## config.mk

```make
export PLATFORM = sky130hd
export DESIGN_NAME = lfsr_prbs_check
export DESIGN_NICKNAME = d
export VERILOG_FILES = /design/src/rtl/lfsr_prbs_check.sv
export SDC_FILE = /design/constraint.sdc
export NUM_CORES = 1
export LEC_CHECK = 0
export BUFFER_PORTS_ARGS = -buffer_cell sky130_fd_sc_hd__clkbuf_2
export CAP_MARGIN = 15
export CORE_UTILIZATION = 30
export DETAILED_ROUTE_END_ITERATION = 8
export HOLD_SLACK_MARGIN = 0.03
export RECOVER_POWER = 100
export SLEW_MARGIN = 15
export SYNTH_ARGS = -nofsm -noshare
export SYNTH_HDL_FRONTEND = slang
export SYNTH_SLANG_ARGS = --single-unit
```

## constraint.sdc

```tcl
create_clock -name clk -period 7.8 [get_ports clk]
set_input_delay 0.78 -clock clk [delete_from_list [all_inputs] [get_ports clk]]
set_output_delay 0.78 -clock clk [all_outputs]
set_load 0.005 [all_outputs]
```

## src/rtl/lfsr_prbs_check.sv

```systemverilog
// lfsr_prbs_check: PRBS checker for test-pattern lanes after a deserializer.
// A self-synchronising (feed-forward) LFSR turns each received word into a
// per-bit error vector. A small FSM seeds from the stream, acquires lock and
// then tracks it over fixed windows. Error bits are accumulated while locked.
// Optional build macro LFSR_PRBS_CHECK_STATS_EN: adds the locked word counter
// and makes err_cnt saturation sticky until err_clr. Without it word_cnt is 0.

module lfsr_prbs_check #(
    parameter int                    LFSR_WIDTH    = 31,
    parameter logic [LFSR_WIDTH-1:0] LFSR_POLY     = 31'h10000001,
    parameter                        LFSR_CONFIG   = "FIBONACCI",
    parameter int                    REVERSE       = 0,
    parameter int                    INVERT        = 1,
    parameter int                    DATA_WIDTH    = 32,
    parameter                        STYLE         = "AUTO",
    parameter int                    LOCK_COUNT    = 16,
    parameter int                    WINDOW        = 64,
    parameter int                    UNLOCK_ERR    = 8,
    parameter int                    ERR_CNT_WIDTH = 32
) (
    input  logic                     clk,
    input  logic                     rst_n,
    input  logic                     enable,
    input  logic [DATA_WIDTH-1:0]    data_in,
    input  logic                     data_in_valid,
    input  logic                     err_clr,
    output logic                     locked,
    output logic                     lock_lost,
    output logic [DATA_WIDTH-1:0]    err_bits,
    output logic                     err_word,
    output logic [ERR_CNT_WIDTH-1:0] err_cnt,
    output logic [ERR_CNT_WIDTH-1:0] word_cnt
);

    localparam int GOOD_W = $clog2(LOCK_COUNT + 1);
    localparam int BAD_W  = $clog2(UNLOCK_ERR + 1);
    localparam int WIN_W  = (WINDOW > 1) ? $clog2(WINDOW) : 1;
    localparam int PC_W   = $clog2(DATA_WIDTH + 1);
    localparam int SUM_W  = ((ERR_CNT_WIDTH > PC_W) ? ERR_CNT_WIDTH : PC_W) + 1;

    localparam logic [GOOD_W-1:0] GOOD_LAST = GOOD_W'(LOCK_COUNT - 1);
    localparam logic [BAD_W-1:0]  BAD_LAST  = BAD_W'(UNLOCK_ERR - 1);
    localparam logic [WIN_W-1:0]  WIN_LAST  = WIN_W'(WINDOW - 1);
    localparam logic [SUM_W-1:0]  CNT_MAX   = SUM_W'({ERR_CNT_WIDTH{1'b1}});

    typedef enum logic [1:0] {
        ST_IDLE,
        ST_SEED,
        ST_ACQUIRE,
        ST_LOCKED
    } state_t;

    state_t                  state_q, state_n;
    logic [GOOD_W-1:0]       good_q, good_n;
    logic [BAD_W-1:0]        bad_q, bad_n;
    logic [WIN_W-1:0]        win_q, win_n;
    logic                    lost_n;
    logic                    report;

    logic [LFSR_WIDTH-1:0]   state_reg;
    logic [DATA_WIDTH-1:0]   din_pol;
    logic [DATA_WIDTH-1:0]   core_din;
    logic [DATA_WIDTH-1:0]   core_err;
    logic [LFSR_WIDTH-1:0]   core_state;
    logic [DATA_WIDTH-1:0]   err_vec;
    logic                    word_bad;
    logic                    accept;
    logic                    count_en;
    logic [PC_W-1:0]         err_pc;
    logic [SUM_W-1:0]        cnt_sum;
    logic                    cnt_ovf;

    function automatic logic [PC_W-1:0] popcount(input logic [DATA_WIDTH-1:0] v);
        logic [PC_W-1:0] n;
        n = '0;
        for (int i = 0; i < DATA_WIDTH; i++) begin
            n = n + PC_W'(v[i]);
        end
        return n;
    endfunction

    assign accept = data_in_valid & enable;

    // Input conditioning: optional ITU inversion, then optional bit reversal into the core.
    always_comb begin
        din_pol = (INVERT != 0) ? ~data_in : data_in;
        for (int i = 0; i < DATA_WIDTH; i++) begin
            core_din[i] = (REVERSE != 0) ? din_pol[DATA_WIDTH-1-i] : din_pol[i];
        end
    end

    // Feed-forward LFSR core. data bit DATA_WIDTH-1 is the oldest bit on the line;
    // the state register only ever holds received bits, so one word re-seeds it.
    if (STYLE == "REDUCTION" && LFSR_CONFIG == "FIBONACCI") begin : g_core_red
        logic [LFSR_WIDTH+DATA_WIDTH-1:0] seq;
        assign seq = {state_reg, core_din};

        // Closed form: each error bit is the XOR of the bit and its tapped predecessors.
        always_comb begin
            for (int i = 0; i < DATA_WIDTH; i++) begin
                core_err[i] = seq[i] ^ seq[i+LFSR_WIDTH];
                for (int j = 1; j < LFSR_WIDTH; j++) begin
                    if (LFSR_POLY[j]) core_err[i] = core_err[i] ^ seq[i+j];
                end
            end
        end

        assign core_state = seq[LFSR_WIDTH-1:0];
    end else begin : g_core_loop
        // Bit-serial unrolled form, oldest bit first, Fibonacci or Galois taps.
        always_comb begin
            logic [LFSR_WIDTH-1:0] s;
            logic                  fb;
            s        = state_reg;
            core_err = '0;
            for (int i = DATA_WIDTH - 1; i >= 0; i--) begin
                fb = s[LFSR_WIDTH-1] ^ core_din[i];
                if (LFSR_CONFIG == "FIBONACCI") begin
                    for (int j = 1; j < LFSR_WIDTH; j++) begin
                        if (LFSR_POLY[j]) fb = fb ^ s[j-1];
                    end
                    s = {s[LFSR_WIDTH-2:0], core_din[i]};
                end else begin
                    s = {s[LFSR_WIDTH-2:0], core_din[i]};
                    for (int j = 1; j < LFSR_WIDTH; j++) begin
                        if (LFSR_POLY[j]) s[j] = s[j] ^ core_din[i];
                    end
                end
                core_err[i] = fb;
            end
            core_state = s;
        end
    end

    // Map the error vector back onto data_in bit positions.
    always_comb begin
        for (int i = 0; i < DATA_WIDTH; i++) begin
            err_vec[i] = (REVERSE != 0) ? core_err[DATA_WIDTH-1-i] : core_err[i];
        end
    end

    assign word_bad = |err_vec;

    // Next-state logic: seeding, lock acquisition and windowed loss-of-lock detection.
    always_comb begin
        // NOTE: every output of this block gets a default first, so no path can infer a latch.
        state_n = state_q;
        good_n  = good_q;
        bad_n   = bad_q;
        win_n   = win_q;
        lost_n  = 1'b0;
        report  = 1'b0;
        if (!enable) begin
            state_n = ST_IDLE;
            good_n  = '0;
            bad_n   = '0;
            win_n   = '0;
        end else begin
            unique case (state_q)
                ST_IDLE: begin
                    state_n = ST_SEED;
                end
                ST_SEED: begin
                    if (accept) begin
                        state_n = ST_ACQUIRE;
                        good_n  = '0;
                    end
                end
                ST_ACQUIRE: begin
                    if (accept) begin
                        report = 1'b1;
                        if (word_bad) begin
                            good_n = '0;
                        end else if (good_q == GOOD_LAST) begin
                            state_n = ST_LOCKED;
                            good_n  = '0;
                            bad_n   = '0;
                            win_n   = '0;
                        end else begin
                            good_n = good_q + 1'b1;
                        end
                    end
                end
                ST_LOCKED: begin
                    if (accept) begin
                        report = 1'b1;
                        if (word_bad && (bad_q == BAD_LAST)) begin
                            // Loss of lock outranks a window wrap on the same word.
                            state_n = ST_ACQUIRE;
                            lost_n  = 1'b1;
                            good_n  = '0;
                            bad_n   = '0;
                            win_n   = '0;
                        end else if (win_q == WIN_LAST) begin
                            win_n = '0;
                            bad_n = '0;
                        end else begin
                            win_n = win_q + 1'b1;
                            if (word_bad) bad_n = bad_q + 1'b1;
                        end
                    end
                end
                default: begin
                    state_n = ST_IDLE;
                end
            endcase
        end
    end

    // FSM and lock-tracking registers.
    always_ff @(posedge clk or negedge rst_n) begin
        if (!rst_n) begin
            state_q   <= ST_IDLE;
            good_q    <= '0;
            bad_q     <= '0;
            win_q     <= '0;
            locked    <= 1'b0;
            lock_lost <= 1'b0;
        end else begin
            // NOTE: non-blocking assignments so every register sees pre-edge values.
            state_q   <= state_n;
            good_q    <= good_n;
            bad_q     <= bad_n;
            win_q     <= win_n;
            locked    <= (state_n == ST_LOCKED);
            lock_lost <= lost_n;
        end
    end

    // LFSR history and per-word error reporting; reports are suppressed while seeding.
    always_ff @(posedge clk or negedge rst_n) begin
        if (!rst_n) begin
            state_reg <= '0;
            err_bits  <= '0;
            err_word  <= 1'b0;
        end else begin
            if (accept) begin
                state_reg <= core_state;
                err_bits  <= report ? err_vec : '0;
            end else if (!enable) begin
                err_bits <= '0;
            end
            err_word <= report & word_bad;
        end
    end

    assign count_en = accept && (state_q == ST_LOCKED);
    assign err_pc   = popcount(err_vec);
    assign cnt_sum  = SUM_W'(err_cnt) + SUM_W'(err_pc);
    assign cnt_ovf  = (cnt_sum > CNT_MAX);

`ifdef LFSR_PRBS_CHECK_STATS_EN
    logic err_sat;

    // Error bit accumulator; once saturated it stays at all-ones until cleared.
    always_ff @(posedge clk or negedge rst_n) begin
        if (!rst_n) begin
            err_cnt <= '0;
            err_sat <= 1'b0;
        end else if (err_clr) begin
            err_cnt <= '0;
            err_sat <= 1'b0;
        end else if (count_en) begin
            if (err_sat || cnt_ovf) begin
                err_cnt <= '1;
                err_sat <= 1'b1;
            end else begin
                err_cnt <= cnt_sum[ERR_CNT_WIDTH-1:0];
            end
        end
    end

    // Saturating count of words checked while locked.
    always_ff @(posedge clk or negedge rst_n) begin
        if (!rst_n) begin
            word_cnt <= '0;
        end else if (err_clr) begin
            word_cnt <= '0;
        end else if (count_en && (word_cnt != '1)) begin
            word_cnt <= word_cnt + 1'b1;
        end
    end
`else
    // Saturating error bit accumulator.
    always_ff @(posedge clk or negedge rst_n) begin
        if (!rst_n) begin
            err_cnt <= '0;
        end else if (err_clr) begin
            err_cnt <= '0;
        end else if (count_en) begin
            err_cnt <= cnt_ovf ? '1 : cnt_sum[ERR_CNT_WIDTH-1:0];
        end
    end

    assign word_cnt = '0;
`endif

endmodule

```

==> run_results.csv <==
group,metric,value,unit
yosys,ys_async_sr_fraction,100.0,%
die,dieArea,24350,µm²
yosys,syn_area_per_cell,10.23,µm²
placement,dp_slack,0.5611,ns
yosys,yosys_warnings,0,
timing,drv_slew,181,
timing,fin_skew,0.009041,ns
route,ant_nets,0,
route,wl,18.01,mm
die,die_h,156.1,µm
yosys,synth_edf_count,0,
clocking,cts_buffer_depth,2,
worst_setup_path,critPathKind,"in2reg",
timing,setup_tns,0,ns
placement,place.gp.congestion,0.8376,
worst_setup_path,critPathLaunch,"data_in[29]",
clocking,cts_inserted_buffers,17,
worst_setup_path,cp_max_fo,11,
yosys,yosys_most_used_dff,"dfrtp_1",
min_path,hold_class,"reg2reg",
yosys,seq_area_frac_synth,40.42,%
worst_setup_path,reg2reg_from,"state_reg[1]",
clocking,clock_latency,0.42,ns
timing,min_period,6.956,ns
global_route,grt_pass1_wl,29.25,mm
timing,tightest_slew,3.679,ns
worst_setup_path,r2r_cells,21,
route,num_vias,5468,
timing,finalSetupViolations,0,
global_route,antenna_found_initial,0,
final_layout,synthToLayoutAreaGrowth,17.14,%
timing,finalHoldViolations,0,
die,ios,136,
timing,period_share,89.18,%
worst_setup_path,cp-endpoint,"err_cnt[15]",
timing,rsz0062_at_grt,"false",
power_and_ir_drop,power_density,520.9,nW/µm²
route,drt_iter0_markers,429,
clocking,clk_pin_slew,0.06,ns
clocking,post_cts_resized,0,
yosys,synth_area,7119,µm²
die,coreArea,23400,µm²
outcome,status,"complete, but fails checks",
clocking,ctsHoldBuffers,0,
clocking,cts_sinks,115,
route,avgViaCountPerCell,4.860,
placement,dpl.hpwl,13.36,mm
power_and_ir_drop,ir_worst_vdd,1.017,mV
outcome,violations,"max-capacitance violations, max-slew violations",
global_route,grt_overflow,0,
clocking,h-tree-depth,4,
route,wl_per_cell,16.01,µm
final_layout,diodes,0,
die,fp.dieW,156.1,µm
job,drv_cap,3,
global_route,grt_start_max_net_pins,68,
global_route,grt_pass1_vias,5283,
power_and_ir_drop,power_leakage,3.870,nW
clocking,cts_setup_buffers,0,
route,drc,0,
die,initial_core_util,30.42,%
die,rows,56,
final_layout,layout-drive-gt1-share,12.03,%
timing,fmax,143.8,MHz
timing,setup_ws,0.8442,ns
worst_setup_path,cp.arrival,7.23,ns
worst_setup_path,r2r_end,"err_cnt[15]",
yosys,synth-seq-cells,115,
clocking,tritoncts,"yes",
yosys,synthCells,696,
final_layout,fillers,2388,
yosys,yosysUniqueCellTypes,55,
global_route,grtUsageTotal,15.73,%
route,drt_pass1_iterations,5,
clocking,clk_root_buffer_cell,"clkbuf_16",
worst_setup_path,cp.required,8.07,ns
worst_setup_path,end_kind,"flip-flop",
timing,relSlewSlack,-145.3,%
placement,port_buffers,103,
final_layout,fin_nets,874,
worst_setup_path,start_kind,"input pin",
worst_setup_path,r2r_slack,0.93,ns
synth_stat cells, types with 5 or more instances:
cell	n	area share, %
dfrtp_1	115	40
nand2_1	78	4.1
o21ai_0	65	4.6
inv_1	50	2.6
nor2_1	33	1.7
buf_4	32	3.4
clkbuf_1	28	1.5
xnor3_1	27	8.5
fa_1	26	7.3
a21oi_1	25	1.8
nand3_1	22	1.5
a22o_1	18	2.2
ha_1	18	3.2
nor3_1	16	1.1
nor4_1	16	1.4
a211oi_1	10	1.1
xnor2_1	9	1.1
a311oi_1	7	0.86
nand4_1	7	0.62
and3_1	6	0.53
and4_1	6	0.74
a41oi_1	5	0.62
and2_1	5	0.44
mux2i_1	5	0.70
nor2b_1	5	0.44
o31ai_1	5	0.53
cells in the final DEF, fill, tap and decap left out, types with 4 or more instances in the layout:
| master | count |
|---|---|
| o31ai_1 | 5 |
| ha_1 | 18 |
| o21ai_0 | 65 |
| clkbuf_2 | 60 |
| nand3b_1 | 4 |
| nor4_1 | 16 |
| inv_6 | 4 |
| nand3_1 | 22 |
| fa_1 | 26 |
| xnor2_1 | 9 |
| nand2_1 | 78 |
| xnor3_1 | 27 |
| nor3_1 | 16 |
| a41oi_1 | 6 |
| nand2b_1 | 4 |
| dfrtp_1 | 115 |
| conb_1 | 32 |
| nand4_1 | 7 |
| inv_1 | 50 |
| a211oi_1 | 10 |
| or3_1 | 4 |
| clkbuf_16 | 17 |
| nor2_1 | 33 |
| and4_1 | 6 |
| a21oi_1 | 25 |
| a311oi_1 | 7 |
| and3_1 | 6 |
| nor2b_1 | 4 |
| a22o_1 | 18 |
| and2_1 | 4 |
| clkbuf_1 | 48 |
| mux2i_1 | 5 |
cell type report:
type	instances	area [µm²]	area share, %
sequential	115	2878	34.51
timing repair buffer	110	499.2	5.986
clock inverter	14	176.4	2.116
multi-input combinational	499	3770	45.21
clock buffer	18	429.2	5.146
tap	319	399.1	4.786
inverter	50	187.7	2.251
critical path, cell delays in order:
cell and delay [ns]:
clkbuf_1 0.11, xor3_1 0.44, inv_1 0.09, fa_1 0.51, inv_1 0.05, fa_1 0.50
inv_1 0.05, fa_1 0.50, inv_1 0.05, fa_1 0.48, fa_1 0.56, fa_1 0.45
fa_1 0.43, fa_1 0.42, a21o_1 0.19, a21oi_1 0.25, o21ai_0 0.26, nand4b_1 0.20
clkbuf_1 0.46, o21ai_0 0.18, a21oi_1 0.19, nor3_1 0.07
power breakdown:
part | switching, mW | leakage (nW) | internal, mW | total [mW]
Sequential | 0.0306 | 1.55 | 0.625 | 0.656
Combinational | 1.59 | 2.03 | 1.29 | 2.88
Clock | 0.302 | 0.292 | 0.506 | 0.808
worst min path at each step:
stage                      start            end  slack (ns)  cells past startpoint
global placement    err_bits[22]   err_bits[22]        0.48                      2
CTS                        rst_n  state_reg[20]        0.39                      1
finish                  bad_q[3]       bad_q[3]        0.48                      1
global route        err_bits[26]   err_bits[26]        0.51                      2
detailed placement  err_bits[22]   err_bits[22]        0.47                      2
floorplan               bad_q[3]       bad_q[3]        0.46                      1
metrics by stage:
step / cells / hold WS (ns) / total power [mW] / utilization [%] / instance area, µm²
floorplan: 727 / 0.4555 / 2.904 / - / 7236
global placement: 1093 / 0.4755 / 3.567 / 33.51 / 7841
detailed placement: 1093 / 0.4745 / 3.580 / 33.51 / 7841
CTS: 1125 / 0.3942 / 4.435 / 36.09 / 8447
global route: 1125 / 0.5086 / 4.878 / 35.63 / 8339
finish: 1125 / 0.4783 / 4.344 / 35.63 / 8339
cell families after synthesis:
group | synth area share [%]
muxes | 0.7030
DFF | 40.42
xor gates and xnor gates | 10.56
AOI/OAI and AO/OA | 14.97
buffers and inverters | 7.786
and+or+nand+nor | 15.03
other | 0.05267
adders and majority gates | 10.47
per-layer routing:
metal,global-route usage [%],wire length [µm]
met3,3.944,1051
met4,4.015,182
met1,21.51,8466
met2,24.72,8313
met5,0,0
Note: power is estimated with default switching activity, not from simulation.
